==> config.mk <==
export PLATFORM = sky130hd
export DESIGN_NAME = lut_sweep_eval_flat
export DESIGN_NICKNAME = d
export VERILOG_FILES = /design/src/rtl/lut_sweep_pkg.sv /design/src/rtl/lut_sweep_eval_if.sv /design/src/rtl/lut_core.sv /design/src/rtl/lut_sweep_eval.sv /design/src/flat_wrapper.sv
export SDC_FILE = /design/constraint.sdc
export NUM_CORES = 1
export LEC_CHECK = 0
export BUFFER_PORTS_ARGS = -buffer_cell sky130_fd_sc_hd__buf_2
export CAP_MARGIN = 25
export CORE_ASPECT_RATIO = 1.4
export CORE_MARGIN = 2
export CORE_UTILIZATION = 30
export CTS_BUF_LIST = sky130_fd_sc_hd__clkbuf_4 sky130_fd_sc_hd__clkbuf_8 sky130_fd_sc_hd__clkbuf_16
export CTS_CLUSTER_SIZE = 24
export DETAILED_ROUTE_END_ITERATION = 10
export GPL_TIMING_DRIVEN = 0
export PLACE_DENSITY = 0.55
export SYNTH_ARGS = -nofsm -noshare
export SYNTH_HDL_FRONTEND = slang
export SYNTH_SLANG_ARGS = --single-unit
==> constraint.sdc <==
create_clock -name clk -period 2.3 [get_ports clk]
set_input_delay 0.46 -clock clk [delete_from_list [all_inputs] [get_ports clk]]
set_output_delay 0.46 -clock clk [all_outputs]
set_load 0.1 [all_outputs]
==> src/rtl/lut_sweep_pkg.sv <==
// Shared types and width helpers for the programmable LUT function unit.
package lut_sweep_pkg;

  typedef enum logic [1:0] {
    StIdle,
    StRun,
    StDone
  } state_e;

  // Widths for the default 3-input configuration; instances derive their own below.
  localparam int unsigned TT_W  = 8;
  localparam int unsigned CNT_W = 4;

  function automatic int unsigned tt_width(input int unsigned n_in);
    return 32'd1 << n_in;
  endfunction

  function automatic int unsigned cnt_width(input int unsigned n_in);
    return n_in + 1;
  endfunction

  function automatic int unsigned dwell_width(input int unsigned dwell);
    return (dwell > 1) ? $clog2(dwell) : 1;
  endfunction

endpackage

==> src/rtl/lut_sweep_eval_if.sv <==
// Control/result bundle between a driver and the LUT sweep evaluator.
interface lut_sweep_eval_if #(
  parameter int unsigned N_IN = 3
);

  logic [(2**N_IN)-1:0] tt_data;
  logic                 tt_load;
  logic                 mode;
  logic [N_IN-1:0]      in_vec;
  logic                 start;
  logic                 f;
  logic                 fn;
  logic [N_IN-1:0]      cur_vec;
  logic                 busy;
  logic                 valid;
  logic                 done;
  logic [N_IN:0]        ones_cnt;

  modport master (
    output tt_load, tt_data, mode, in_vec, start,
    input  f, fn, cur_vec, busy, valid, done, ones_cnt
  );

  modport slave (
    input  tt_load, tt_data, mode, in_vec, start,
    output f, fn, cur_vec, busy, valid, done, ones_cnt
  );

endinterface

==> src/rtl/lut_core.sv <==
// Truth-table register, load gating, input select and registered f/fn.
module lut_core #(
  parameter int unsigned     N_IN   = 3,
  parameter int unsigned     TT_W   = 8,
  parameter logic [TT_W-1:0] TT_RST = '0
) (
  input  logic            clk,
  input  logic            rst_n,
  input  logic            tt_load,
  input  logic [TT_W-1:0] tt_data,
  input  logic            run,
  input  logic [N_IN-1:0] cur_vec,
  input  logic [N_IN-1:0] in_vec,
  output logic            tt_bit,
  output logic            f,
  output logic            fn
);

  logic [TT_W-1:0] tt_q;
  logic [N_IN-1:0] sel;

  assign sel    = run ? cur_vec : in_vec;
  assign tt_bit = tt_q[sel];

  // The table is frozen while a sweep is running.
  always_ff @(posedge clk or negedge rst_n) begin
    if (!rst_n) begin
      tt_q <= TT_RST;
    end else if (tt_load && !run) begin
      tt_q <= tt_data;
    end
  end

  always_ff @(posedge clk or negedge rst_n) begin
    if (!rst_n) begin
      f  <= 1'b0;
      fn <= 1'b1;
    end else begin
      f  <= tt_bit;
      fn <= ~tt_bit;
    end
  end

endmodule

==> src/rtl/lut_sweep_eval.sv <==
// Programmable N-input boolean unit with direct evaluation and a self-stepping minterm sweep.
module lut_sweep_eval
  import lut_sweep_pkg::*;
#(
  parameter int unsigned             N_IN   = 3,
  parameter int unsigned             DWELL  = 4,
  parameter logic [(2**N_IN)-1:0]    TT_RST = '0
) (
  input  logic              clk,
  input  logic              rst_n,
  lut_sweep_eval_if.slave   bus
);

  localparam int unsigned TT_LEN = tt_width(N_IN);
  localparam int unsigned CNT_LEN = cnt_width(N_IN);
  localparam int unsigned DW_LEN = dwell_width(DWELL);
  localparam logic [DW_LEN-1:0] DWELL_LAST = DW_LEN'(DWELL - 1);
  localparam logic [N_IN-1:0] VEC_LAST = {N_IN{1'b1}};

  state_e              state_q;
  logic [N_IN-1:0]     cur_vec_q;
  logic [DW_LEN-1:0]   dwell_q;
  logic [CNT_LEN-1:0]  ones_q;
  logic                run;
  logic                tt_bit;
  logic                f;
  logic                fn;

  assign run = (state_q == StRun);

  lut_core #(
    .N_IN   (N_IN),
    .TT_W   (TT_LEN),
    .TT_RST (TT_RST)
  ) u_core (
    .clk     (clk),
    .rst_n   (rst_n),
    .tt_load (bus.tt_load),
    .tt_data (bus.tt_data),
    .run     (run),
    .cur_vec (cur_vec_q),
    .in_vec  (bus.in_vec),
    .tt_bit  (tt_bit),
    .f       (f),
    .fn      (fn)
  );

  always_ff @(posedge clk or negedge rst_n) begin
    if (!rst_n) begin
      state_q   <= StIdle;
      cur_vec_q <= '0;
      dwell_q   <= '0;
      ones_q    <= '0;
    end else begin
      unique case (state_q)
        StIdle: begin
          // mode is only looked at here; later changes cannot affect a running sweep
          if (bus.start && bus.mode) begin
            state_q   <= StRun;
            cur_vec_q <= '0;
            dwell_q   <= '0;
            ones_q    <= '0;
          end
        end
        StRun: begin
          if (dwell_q == DWELL_LAST) begin
            ones_q <= ones_q + CNT_LEN'(tt_bit);
            if (cur_vec_q == VEC_LAST) begin
              state_q <= StDone;
            end else begin
              cur_vec_q <= cur_vec_q + 1'b1;
              dwell_q   <= '0;
            end
          end else begin
            dwell_q <= dwell_q + 1'b1;
          end
        end
        StDone: begin
          state_q <= StIdle;
        end
        default: begin
          state_q <= StIdle;
        end
      endcase
    end
  end

  assign bus.f        = f;
  assign bus.fn       = fn;
  assign bus.cur_vec  = cur_vec_q;
  assign bus.busy     = run;
  assign bus.valid    = run && (dwell_q == DWELL_LAST);
  assign bus.done     = (state_q == StDone);
  assign bus.ones_cnt = ones_q;

endmodule
==> src/flat_wrapper.sv <==
// flat-port wrapper written by rule: the top's interface ports become plain ports
module lut_sweep_eval_flat import lut_sweep_pkg::*;
#(
  parameter int unsigned             N_IN   = 3,
  parameter int unsigned             DWELL  = 4,
  parameter logic [(2**N_IN)-1:0]    TT_RST = '0
)
  (clk, rst_n, bus_tt_load, bus_tt_data, bus_mode, bus_in_vec, bus_start, bus_f, bus_fn, bus_cur_vec, bus_busy, bus_valid, bus_done, bus_ones_cnt);
  lut_sweep_eval_if #(.N_IN(N_IN)) bus_i ();
  input  logic clk;
  input  logic rst_n;
  input wire logic [$bits(bus_i.tt_load)-1:0] bus_tt_load;
  input wire logic [$bits(bus_i.tt_data)-1:0] bus_tt_data;
  input wire logic [$bits(bus_i.mode)-1:0] bus_mode;
  input wire logic [$bits(bus_i.in_vec)-1:0] bus_in_vec;
  input wire logic [$bits(bus_i.start)-1:0] bus_start;
  output wire logic [$bits(bus_i.f)-1:0] bus_f;
  output wire logic [$bits(bus_i.fn)-1:0] bus_fn;
  output wire logic [$bits(bus_i.cur_vec)-1:0] bus_cur_vec;
  output wire logic [$bits(bus_i.busy)-1:0] bus_busy;
  output wire logic [$bits(bus_i.valid)-1:0] bus_valid;
  output wire logic [$bits(bus_i.done)-1:0] bus_done;
  output wire logic [$bits(bus_i.ones_cnt)-1:0] bus_ones_cnt;
  assign bus_i.tt_load = bus_tt_load;
  assign bus_i.tt_data = bus_tt_data;
  assign bus_i.mode = bus_mode;
  assign bus_i.in_vec = bus_in_vec;
  assign bus_i.start = bus_start;
  assign bus_f = bus_i.f;
  assign bus_fn = bus_i.fn;
  assign bus_cur_vec = bus_i.cur_vec;
  assign bus_busy = bus_i.busy;
  assign bus_valid = bus_i.valid;
  assign bus_done = bus_i.done;
  assign bus_ones_cnt = bus_i.ones_cnt;
  lut_sweep_eval #(.N_IN(N_IN), .DWELL(DWELL), .TT_RST(TT_RST)) u_core (.clk(clk), .rst_n(rst_n), .bus(bus_i));
endmodule
==> results.py <==
metrics = {
    "drt": {
        "vias": 854,
        "first_pass_iters": 4,
        "drtIter0Drc": 8,
        "ant_nets": 0,
        "drt_wl_total_um": 2170,
        "viasPerCell": 5.05,
        "drc": 0,
        "routedWlPerCell_um": 12.9,
    },
    "outcome": {
        "status": "complete, no violations",
    },
    "clocking": {
        "cts_htree_levels": 1,
        "clock-sinks": 21,
        "cts_tree": "built",
        "clk_pin_slew_worst_paths_ps": 80,
        "clk_latency_ps": 260,
        "cts_buffer_depth": 2,
        "cts_hold_buffers": 0,
        "numCtsBuffers": 3,
        "cts_root_buf": "clkbuf_8",
    },
    "power_and_ir_drop": {
        "p_total_uw": 2100,
        "powerDensity_nw_per_um2": 1550,
        "p_leak_uw": 0.000641,
        "ir_worst_vdd_v": 0.000672,
    },
    "timing": {
        "period_needed_ps": 2200,
        "finClkSkew_ps": 2.56,
        "finalSetupViolCount": 0,
        "hold_viol": 0,
        "rsz0062_at_grt": "yes",
        "max_slew_margin_pct": 59.9,
        "period_share_pct": 95.7,
        "fmax_mhz": 454,
        "tightest_slew_ps": 597,
        "hold_ws_ps": 143,
        "final_max_slew_viol_count": 0,
    },
    "worst_setup_path": {
        "path_class": "flip-flop to flip-flop",
        "cp_max_fo": 5,
        "critPathLaunchType": "flip-flop",
        "crit_arrival_ps": 2350,
        "crit_required_ps": 2450,
        "cp-end-kind": "flip-flop",
    },
    "global_routing": {
        "met3_usage_pct": 2.38,
        "met2_usage_pct": 21.8,
        "use_met1_pct": 14.8,
        "grt_max_degree": 22,
        "overflow": 0,
        "grt_pass1_wl_um": 3810,
        "track_usage_pct": 13.0,
        "grt_pass1_vias": 870,
        "grt-busiest-layer": "met2",
        "antenna_found_initial": 0,
    },
    "cells_and_area": {
        "seqCellArea_um2": 531,
        "drive_above_1_share_pct": 43.4,
        "area_delta_synth_final_pct": 26.9,
        "multi_input_area_um2": 523,
        "layout.cells.non_filler": 169,
        "layout.nets": 151,
        "diodes": 0,
        "nFillCells": 358,
    },
    "floorplanning": {
        "die_x_um": 54.5,
        "io_pins": 28,
        "rows": 25,
        "core_area_um2": 3410,
        "die_h_um": 74.7,
        "dieArea_um2": 4070,
        "initial_utilization_pct": 31.4,
    },
    "logic_synthesis": {
        "synth_fa_ha_area_share_pct": 5.85,
        "yosysWarnings": 0,
        "synth_area_um2": 1070,
        "avgSynthCellArea_um2": 11.4,
        "yosysTopAreaCell": "dfrtp_1",
        "yosys-mux-area-fraction_pct": 11.7,
        "synth_top_area_share_pct": 46.8,
        "ys_ff_latch": 21,
        "synth_cell_types": 35,
        "synth_commonest_cells": "dfrtp_1 (20), nand2_1 (10), mux2_2 (9)",
        "synth-simple-area-share_pct": 16.0,
        "yosysMostFrequentCell": "dfrtp_1",
        "seq_area_frac_synth_pct": 49.2,
        "synth_edf_count": 0,
        "synth-xor-area-share_pct": 1.64,
        "synth_compound_area_share_pct": 12.4,
        "synth-async-reset-ratio_pct": 100,
        "yosys-top-cells-area": "dfrtp_1 (47%), mux2_2 (9.5%), ha_1 (5.8%), nand2_1 (3.5%), dfstp_2 (2.5%)",
        "synth_flop_cell": "dfrtp_1",
        "syn-num-nets": 115,
        "postSynthCellCount": 94,
        "synth_top_family_by_area": "simple AND/OR/NAND/NOR gates",
    },
    "place": {
        "dpl.hpwl_um": 1650,
        "port_buffers": 27,
        "place_congestion": 0.809,
        "place_inst": 161,
    },
    "job": {
        "max_cap_viol_count": 0,
    },
    "hold_path": {
        "worstHoldPathType": "primary input to async pin",
    },
}
final timing paths:
path	start	to	slack (ps)	cells past startpoint
max	u_core.state_q[0]	u_core.bus.ones_cnt[1]	100	9
min	rst_n	u_core.dwell_q[0]	140	1
max reg2reg	u_core.state_q[0]	u_core.bus.ones_cnt[1]	100	9
min reg2reg	u_core.dwell_q[0]	u_core.dwell_q[0]	500	1
max in group asynchronous	rst_n	u_core.u_core.fn	1810	1
min in group clk	bus_tt_data[4]	u_core.u_core.tt_q[4]	430	2
cell families after synthesis:
family,Yosys count
simple gates,31
fa+ha+maj,5
xor+xnor,2
mux,11
flops,21
buf+inv,6
compound gates,18
cell type report:
type | count | share of cell area (%)
well taps | 40 | 3.69
flip-flops and latches | 21 | 39.1
clock buffers | 4 | 3.59
plain buffers | 3 | 1.75
repair buffers | 31 | 12.4
multi-input cells | 67 | 38.5
inverters | 3 | 1.01
flip-flops by register name (all words and copies together) (netlist names):
name and flops:
u_core.u_core.tt_q 8, u_core.bus.cur_vec 3, u_core.state_q 2, u_core.u_core.fn 1, u_core.u_core.f 1, u_core.dwell_q 2
u_core.bus.ones_cnt 4
cell usage in the layout, fill, tap and decap left out:
master    synthesis  layout
mux2i_1           1       1
nand2b_4          1       1
xor2_1            2       2
o211a_1           1       1
o31ai_1           1       1
nand3_1           2       2
inv_1             2       2
nand4b_1          2       2
o21ai_0           2       2
o211ai_1          3       3
buf_8             0       1
mux2i_4           0       1
and3_1            1       1
and2_1            2       2
clkbuf_4          0       1
and2_0            1       1
nor3_1            1       1
dfrtp_1          20      17
a22o_1            2       2
a22oi_1           1       1
dfrtp_2           0       3
nor2_2            1       1
buf_2             1      27
nor2_1            6       6
buf_4             0       5
clkbuf_8          0       3
clkbuf_1          1       1
nand2_1          10      10
or4b_1            2       2
dfstp_2           1       1
inv_4             1       1
a221o_1           1       1
nand4_1           1       1
a32o_1            2       2
o22ai_1           2       2
ha_1              5       3
mux2_2            9       9
ha_2              0       2
and2b_1           1       1
a21oi_1           3       3
where the power goes:
group / leakage [uW] / total, uW / switching (uW) / internal [uW]
Clock: 0.0000262 / 254 / 119 / 135
Combinational: 0.000365 / 1180 / 830 / 351
Sequential: 0.000250 / 665 / 124 / 540
Total: 0.000641 / 2100 / 1070 / 1030
worst max-delay path, cell delays in order (launching register included):
cell and delay (ps):
dfrtp_1 420, nand2b_4 120, buf_8 120, mux2i_4 260, mux2i_1 240, nor2_2 70
o211a_1 240, ha_2 190, ha_2 240, a22o_1 200
per-stage QoR:
stage          util [%]  area [um2]  setup TNS [ps]  worst slack, ps
2_1_floorplan         -        1070               0             5.83
3_3_place_gp       36.9        1260               0             7.99
3_5_place_dp       36.9        1260           -17.1            -14.5
4_1_cts            38.7        1320               0             6.28
5_1_grt            39.8        1360           -24.1            -18.8
6_report           39.8        1360               0             99.6
what timing repair did:
action	4_1_cts	5_1_grt
setup endpoints to repair	3	3
resized for setup	2	3
buffers inserted	0	4
cloned	0	0
pin swaps	0	2
layer usage:
metal,up-vias,wire [um]
met3,7,114
met5,-,0
met4,0,62
met2,24,1140
met1,410,856
li1,413,-
(Power assumes the default switching activity.)
